==> src/rtl/inv_permute_pkg.sv <==
// Shared types and constants for the inverse lane permutation engine.
// Holds the FSM state encoding and the 5x5 lane geometry.
package inv_permute_pkg;

    localparam int LANES = 25;
    localparam int IDX_W = 5;
    localparam logic [IDX_W-1:0] LAST_LANE = 5'd24;

    typedef enum logic [1:0] {
        IDLE  = 2'd0,
        READ  = 2'd1,
        DRAIN = 2'd2,
        DONE  = 2'd3
    } state_t;

endpackage

==> src/rtl/inv_permute_if.sv <==
// Memory-side bus of inv_permute: start/ready handshake, source read port,
// destination write port and done pulse. abort exists only with INV_PERMUTE_ABORT_EN.
interface inv_permute_if
    import inv_permute_pkg::*;
#(
    parameter int W = 64
);
    logic             start;
`ifdef INV_PERMUTE_ABORT_EN
    logic             abort;
`endif
    logic             ready;
    logic             rd;
    logic [IDX_W-1:0] rd_addr;
    logic [W-1:0]     rd_data;
    logic             wr;
    logic [IDX_W-1:0] wr_addr;
    logic [W-1:0]     wr_data;
    logic             done;

    // Requester side: issues start and serves the source memory.
    modport master (
        output start,
`ifdef INV_PERMUTE_ABORT_EN
        output abort,
`endif
        output rd_data,
        input  ready, rd, rd_addr, wr, wr_addr, wr_data, done
    );

    // Engine side.
    modport slave (
        input  start,
`ifdef INV_PERMUTE_ABORT_EN
        input  abort,
`endif
        input  rd_data,
        output ready, rd, rd_addr, wr, wr_addr, wr_data, done
    );

endinterface

==> src/rtl/inv_permute_map.sv <==
// Combinational lane remap: source (X,Y) goes to destination ((X+3Y) mod 5, X),
// with lane index i = x + 5y.
module inv_permute_map
    import inv_permute_pkg::*;
(
    input  logic [IDX_W-1:0] src,
    output logic [IDX_W-1:0] dst
);

    logic [IDX_W-1:0] sx;
    logic [IDX_W-1:0] sy;
    logic [IDX_W-1:0] dx;

    // All intermediates fit in 5 bits: 4 + 3*4 = 16 and 4 + 5*4 = 24.
    always_comb begin
        sx  = src % 5'd5;
        sy  = src / 5'd5;
        dx  = (sx + 5'd3 * sy) % 5'd5;
        dst = (src > LAST_LANE) ? '0 : dx + 5'd5 * sx;
    end

endmodule

==> src/rtl/inv_permute.sv <==
// Inverse 5x5 lane permutation engine: streams 25 source lanes, writes each to its
// remapped destination one cycle later. Optional INV_PERMUTE_ABORT_EN adds an abort input.
module inv_permute
    import inv_permute_pkg::*;
#(
    parameter int W     = 64,
    parameter int LANES = 25
) (
    input  logic          clk,
    input  logic          rst,
    inv_permute_if.slave  bus
);

    localparam logic [IDX_W-1:0] LAST = IDX_W'(LANES - 1);

    state_t           state_q, state_d;
    logic [IDX_W-1:0] cnt_q, cnt_d;
    logic             wr_vld_q, wr_vld_d;
    logic [IDX_W-1:0] wr_idx_q, wr_idx_d;
    logic [IDX_W-1:0] dst_idx;

    // NOTE: every always_comb output gets a default before the case so no path
    // leaves a variable unassigned, which would otherwise infer a latch.
    always_comb begin
        state_d  = state_q;
        cnt_d    = cnt_q;
        wr_vld_d = 1'b0;
        wr_idx_d = '0;
        unique case (state_q)
            IDLE: begin
                if (bus.start) begin
                    state_d = READ;
                    cnt_d   = '0;
                end
            end
            READ: begin
                wr_vld_d = 1'b1;
                wr_idx_d = cnt_q;
                if (cnt_q == LAST) state_d = DRAIN;
                else               cnt_d   = cnt_q + 1'b1;
            end
            DRAIN:   state_d = DONE;
            DONE:    state_d = IDLE;
            default: state_d = IDLE;
        endcase
`ifdef INV_PERMUTE_ABORT_EN
        // Abort drops the read issued this cycle, so its write never appears.
        if (bus.abort && (state_q == READ || state_q == DRAIN)) begin
            state_d  = IDLE;
            cnt_d    = '0;
            wr_vld_d = 1'b0;
            wr_idx_d = '0;
        end
`endif
    end

    // NOTE: sequential state uses non-blocking assignments so every flop samples
    // the pre-edge values regardless of statement order.
    always_ff @(posedge clk or negedge rst) begin
        if (!rst) begin
            state_q  <= IDLE;
            cnt_q    <= '0;
            wr_vld_q <= 1'b0;
            wr_idx_q <= '0;
        end else begin
            state_q  <= state_d;
            cnt_q    <= cnt_d;
            wr_vld_q <= wr_vld_d;
            wr_idx_q <= wr_idx_d;
        end
    end

    inv_permute_map u_map (
        .src (wr_idx_q),
        .dst (dst_idx)
    );

    // Read data arrives one cycle after rd, in step with the registered index.
    assign bus.ready   = (state_q == IDLE);
    assign bus.rd      = (state_q == READ);
    assign bus.rd_addr = (state_q == READ) ? cnt_q : '0;
    assign bus.done    = (state_q == DONE);
    assign bus.wr      = wr_vld_q;
    assign bus.wr_addr = wr_vld_q ? dst_idx : '0;
    assign bus.wr_data = wr_vld_q ? bus.rd_data : {W{1'b0}};

endmodule

==> src/flat_wrapper.sv <==
// flat-port wrapper written by rule: the top's interface ports become plain ports
module inv_permute_flat import inv_permute_pkg::*;
#(
    parameter int W     = 64,
    parameter int LANES = 25
)
  (clk, rst, bus_start, bus_rd_data, bus_ready, bus_rd, bus_rd_addr, bus_wr, bus_wr_addr, bus_wr_data, bus_done);
  inv_permute_if #(.W(W)) bus_i ();
  input  logic clk;
  input  logic rst;
  input wire logic [$bits(bus_i.start)-1:0] bus_start;
  input wire logic [$bits(bus_i.rd_data)-1:0] bus_rd_data;
  output wire logic [$bits(bus_i.ready)-1:0] bus_ready;
  output wire logic [$bits(bus_i.rd)-1:0] bus_rd;
  output wire logic [$bits(bus_i.rd_addr)-1:0] bus_rd_addr;
  output wire logic [$bits(bus_i.wr)-1:0] bus_wr;
  output wire logic [$bits(bus_i.wr_addr)-1:0] bus_wr_addr;
  output wire logic [$bits(bus_i.wr_data)-1:0] bus_wr_data;
  output wire logic [$bits(bus_i.done)-1:0] bus_done;
  assign bus_i.start = bus_start;
  assign bus_i.rd_data = bus_rd_data;
  assign bus_ready = bus_i.ready;
  assign bus_rd = bus_i.rd;
  assign bus_rd_addr = bus_i.rd_addr;
  assign bus_wr = bus_i.wr;
  assign bus_wr_addr = bus_i.wr_addr;
  assign bus_wr_data = bus_i.wr_data;
  assign bus_done = bus_i.done;
  inv_permute #(.W(W), .LANES(LANES)) u_core (.clk(clk), .rst(rst), .bus(bus_i));
endmodule
==> config.mk <==
export PLATFORM = sky130hd
export DESIGN_NAME = inv_permute_flat
export DESIGN_NICKNAME = d
export VERILOG_FILES = /design/src/rtl/inv_permute_pkg.sv /design/src/rtl/inv_permute_if.sv /design/src/rtl/inv_permute_map.sv /design/src/rtl/inv_permute.sv /design/src/flat_wrapper.sv
export SDC_FILE = /design/constraint.sdc
export NUM_CORES = 1
export LEC_CHECK = 0
export CORE_ASPECT_RATIO = 2
export CORE_MARGIN = 8
export CORE_UTILIZATION = 35
export DETAILED_ROUTE_END_ITERATION = 7
export GPL_ROUTABILITY_DRIVEN = 0
export PLACE_DENSITY_LB_ADDON = 0.1
export SETUP_SLACK_MARGIN = 0.02
export SYNTH_ARGS = -nofsm -noshare
export SYNTH_HDL_FRONTEND = slang
export SYNTH_SLANG_ARGS = --single-unit
==> constraint.sdc <==
create_clock -name clk -period 8.6 [get_ports clk]
set_input_delay 2.15 -clock clk [delete_from_list [all_inputs] [get_ports clk]]
set_output_delay 2.15 -clock clk [all_outputs]
set_load 0.1 [all_outputs]
Word level (Yosys, flattened, before mapping) --
Index checks and enable logic that the tools add are counted.
Word-level totals: input port bits 67, register bits 13, logic and storage cells 35, output and inout bits 78
Operators by class: mux-type cells 11, $lt $le $gt $ge 1, $add $sub $neg 3, reduce and logical (&&, ||, !) cells 4, div/mod/pow operators 3, multiply operators 2, equality and inequality tests 7
Operators by type and width (count):
- 2-to-1 mux 64 bit | 1
- 2-to-1 mux 5 bit | 5
- adder 5 bit | 2
- modulo 5 x 3 -> 5 bit, second input constant | 2
- one-hot mux 5 bit (2 select lines) | 1
- one-hot mux 2 bit (4 select lines) | 1
- adder 5 x 1 -> 5 bit, second input constant | 1
- divider 5 x 3 -> 5 bit, second input constant | 1
- equality test 5 bit, second input constant | 1
- > comparator 5 bit, second input constant | 1
- multiplier 2 x 5 -> 5 bit, first input constant | 1
- multiplier 3 x 5 -> 5 bit, first input constant | 1
- equality test 2 bit, second input constant | 2
- 2-to-1 mux 2 bit | 2
- != test 2 bit, second input constant | 2
- AND reduction 3 bit | 1
- equality test 2 x 1 -> 1 bit, second input constant | 1
- zero test 2 bit | 1
- != test 2 x 1 -> 1 bit, second input constant | 1
- AND reduction 2 bit | 1
- nonzero test 2 bit | 1
- 2-to-1 mux 1 bit | 1

Depth between registers and ports, before layout --
depth in word-level cells 7, mapped depth 24, mapped depth without buffers 23

Modules after synthesis --
From an unflattened synthesis, not the netlist that was laid out.
Second synthesis, totals: cell total of the unflattened synthesis 241, area, all modules 2008.2 um^2
By module, submodules not included:
- inv_permute | cells each 137, area an instance 1144.8 um^2, instances 1, seq. area each 325.3 um^2
- inv_permute_map | cells each 104, area an instance 863.3 um^2, instances 1, seq. area each 0.0 um^2

Worst setup path before layout --
No wires, ideal clock.
kind reg-to-output, from register u_core.wr_idx_q[4], to output bus_wr_addr[4], setup slack 717 ps, cell stages (with the launch flop) 24, buffers on the path 2, data arrival time 5733 ps, data required time 6450 ps, path through dfrtp_1 clkbuf_2 or3b_2 o211ai_1 o21ai_0 nand2_1 o21a_1 fa_1 inv_1 ha_1 inv_1 fa_1 clkbuf_1 xor3_1 nor2_1 mux2i_1 mux2i_1 ha_1 ha_1 a21o_1 a21oi_1 xnor2_1 xnor2_1 nor2_1
On the way: word-level cells in the longest chain between the ends 7, elaborated cells on any way between the ends 10, classes of those cells add/sub: 2; mul: 2; div: 3; order compare: 1; mux: 2
Ends and longest elaborated chain:
- start: declaration | RTL line inv_permute.sv:19 | logic [IDX_W-1:0] wr_idx_q, wr_idx_d;
- start signal: assignment | RTL line inv_permute.sv:69 | wr_idx_q <= wr_idx_d;
- divider 5 x 3 -> 5 bit | RTL line inv_permute_map.sv:17 | sy = src / 5'd5;
- multiplier 2 x 5 -> 5 bit | RTL line inv_permute_map.sv:18 | dx = (sx + 5'd3 * sy) % 5'd5;
- adder 5 bit | RTL line inv_permute_map.sv:18
- modulo 5 x 3 -> 5 bit | RTL line inv_permute_map.sv:18
- adder 5 bit | RTL line inv_permute_map.sv:19 | dst = (src > LAST_LANE) ? '0 : dx + 5'd5 * sx;
- 2-to-1 mux 5 bit * | RTL line inv_permute_map.sv:19
- 2-to-1 mux 5 bit * | RTL line inv_permute.sv:84 | assign bus.wr_addr = wr_vld_q ? dst_idx : '0;
- end: declaration | RTL line flat_wrapper.sv:17 | output wire logic [$bits(bus_i.wr_addr)-1:0] bus_wr_addr;
Mark *: on every way between the ends. The rest lies on a longest branch, timed or not.

Final worst setup path --
from register u_core.wr_idx_q[2], to output bus_wr_addr[4]
Same word-level chain as after synthesis.

==> impl_metrics.csv <==
group,metric,value,unit
run_status,status,"finished clean",
critical_path,critPathMaxFanout,9,
die,die_w,68.69,µm
logic_synthesis,yosysWarnings,0,
critical_path,end_kind,"output pin",
drt,drt_iter0_markers,69,
die,start_util,36.17,%
finish,syn_to_final_growth,77.59,%
drt,drc,0,
logic_synthesis,synth.area.top_cells,"and2_1 (23%), dfrtp_1 (17%), ha_1 (12%)",
clocking,cts-root-to-sink-buffers,2,
global_route,antenna_found_initial,2,
place,dp_hpwl,7075,µm
drt,viasPerCell,4.806,
logic_synthesis,syn_area_per_cell,7.964,µm²
finish,nets,474,
finish,drive_gt1_share,4.188,%
finish,fin_util,64.23,%
global_route,grt_max_degree,68,
critical_path,reg2reg_from,"u_core.state_q[1]",
die,die_area,0.008336,mm²
die,row_count,38,
run,drv_cap,0,
critical_path,crit_type,"reg2out",
clocking,htreeDepth,1,
logic_synthesis,synth_edf_count,0,
global_route,grt_pass1_vias,2206,
die,core_area,0.005373,mm²
logic_synthesis,netlist.area_leader.share,22.54,%
timing,setup_tns,0,ps
clocking,root_buffer,"clkbuf_8",
drt,num_vias,2134,
timing,finalSetupViolations,0,
timing,fmax,0.1317,GHz
clocking,clock_latency,240,ps
drt,first_pass_iters,4,
drt,ant_nets,0,
worst_hold_path,hold_path_class,"reg2reg",
clocking,clk_pin_slew,50,ps
global_route,grt-ovfl-total,0,
global_route,grt_pass1_wl,11960,µm
timing,slew_viol_final,0,
timing,worst_slew_pin_slew,1058,ps
logic_synthesis,syn-cell-area,0.001943,mm²
timing,rsz0062_at_grt,"no",
drt,finalWirelength,7990,µm
logic_synthesis,synth.distinct_cells,47,
critical_path,startpoint_type,"flop",
clocking,cts_tree,"yes",
timing,min_period_over_period,88.31,%
logic_synthesis,synth_seq_cells,13,
clocking,postCtsSetupRepairBufs,0,
finish,fillers,471,
die,pin_count,145,
clocking,ctsResizeCount,0,
critical_path,worstPathRequired,6450,ps
worst_hold_path,min_from,"u_core.cnt_q[0]",
timing,period_needed,7595,ps
logic_synthesis,syn_inst,244,
place,dp_worst_setup_slack,1269,ps
clocking,holdBufCountCts,0,
timing,slew_headroom,29.24,%
logic_synthesis,yosysTopAreaCell,"and2_1",
timing,layout_setup_ws,1005,ps
critical_path,arrival,5440,ps
logic_synthesis,synth_ff_type,"dfrtp_1",
critical_path,startpoint,"u_core.wr_idx_q[2]",
logic_synthesis,ys_async_sr_fraction,100.0,%
global_route,grtUsageTotal,18.98,%
place,io_buffers,144,
die,die_h,121.4,µm
logic_synthesis,yosysSeqAreaShare,16.74,%
clocking,numCtsBuffers,3,
timing,finalClockSkew,2.369,ps
clocking,numClockSinks,13,
drt,wl_per_cell,18.00,µm
timing,hold_viol_final,0,
## registers in the layout, indices dropped and copies added (netlist names)
name,cells
u_core.wr_idx_q,5
u_core.cnt_q,5
u_core.state_q,2
u_core.bus.wr,1
## worst max-delay path, cell delays in order, from the launching register on
cell	delay, ps
dfrtp_1	520
or3b_2	510
or2_0	210
a31oi_1	370
fa_1	510
ha_1	310
a211o_1	320
a21o_1	200
and2_1	190
o21ai_0	200
mux2i_1	110
mux2i_1	180
ha_1	290
ha_1	300
a21o_1	150
a21oi_1	170
xnor2_1	150
xnor2_1	80
nor2_1	110
buf_4	300
## cell usage after synthesis (2+ instances only)
cell type	instances
nor3_1	4
xnor2_1	6
dfrtp_1	13
a21o_1	4
a211o_1	2
a21oi_1	3
nor2b_1	3
clkbuf_1	8
or3_1	2
a211oi_1	2
nand2_1	9
o21ai_0	10
o211ai_1	2
inv_1	17
o21a_1	2
nor2_1	16
fa_1	5
nand2b_1	5
xor2_1	3
ha_1	19
buf_2	2
mux2i_1	6
and2_1	70
nand3_1	6
a22o_1	3
## area by class of cell
class                      instances  area, µm²  share of cell area (%)
timing repair buffer             145       1439                   41.70
antenna                            2      5.005                  0.1450
sequential                        13      325.3                   9.427
inverter                          19      73.82                   2.139
multi-input combinational        201       1488                   43.11
clock buffer                       4      45.04                   1.305
tap                               60      75.07                   2.175
## kinds of logic after synthesis
logic type / share of synthesized area, %
AOI/OAI and AO/OA: 13.91
xor gates and xnor gates: 6.118
adders and majority gates: 17.97
buffers and inverters: 7.083
DFF: 16.74
muxes: 3.091
other: 0.1930
and+or+nand+nor: 34.90
## layout by cell type (no fill, tap or decap), types with 2 or more instances in the layout
master and instances:
clkdlybuf4s50_1 140, and2_1 70, ha_1 19, inv_1 17, nor2_1 16, dfrtp_1 13
o21ai_0 10, nand2_1 9, mux2i_1 6, xnor2_1 6, nand3_1 6, nand2b_1 5
fa_1 5, buf_4 5, a21o_1 4, nor3_1 4, a22o_1 3, nor2b_1 3
xor2_1 3, a21oi_1 3, conb_1 3, clkbuf_8 3, diode_2 2, a211o_1 2
or3_1 2, o211ai_1 2, o21a_1 2, a211oi_1 2
## metal layers
metal  track usage [%]  up-vias  wire [µm]
li1                  -     1072          -
met1             15.98      961       2395
met2             38.50       89       4652
met3             4.903       12        729
met4             6.194        0        212
met5                 0        -          0
## stage by stage
step | hold slack (ps) | cells | instance area (µm²)
2_1_floorplan | 500.8 | 246 | 1951
6_report | 571.8 | 444 | 3451
5_1_grt | 597.2 | 444 | 3451
4_1_cts | 565.4 | 442 | 3446
3_3_place_gp | 558.4 | 438 | 3401
3_5_place_dp | 557.9 | 438 | 3401
## worst paths after layout
path | endpoint | slack, ps | depth (start not counted)
worst max-delay path | bus_wr_addr[4] | 1010 | 19
worst min-delay path | u_core.cnt_q[0] | 570 | 1
worst max register to register | u_core.cnt_q[2] | 6740 | 7
worst min register to register | u_core.cnt_q[0] | 570 | 1
max in group asynchronous | u_core.state_q[0] | 5950 | 1
min in group asynchronous | u_core.wr_idx_q[2] | 2280 | 1
Power is left out: the tool's default activity adds up to more than one toggle a clock period on the data nets, which glitch-free logic cannot reach.
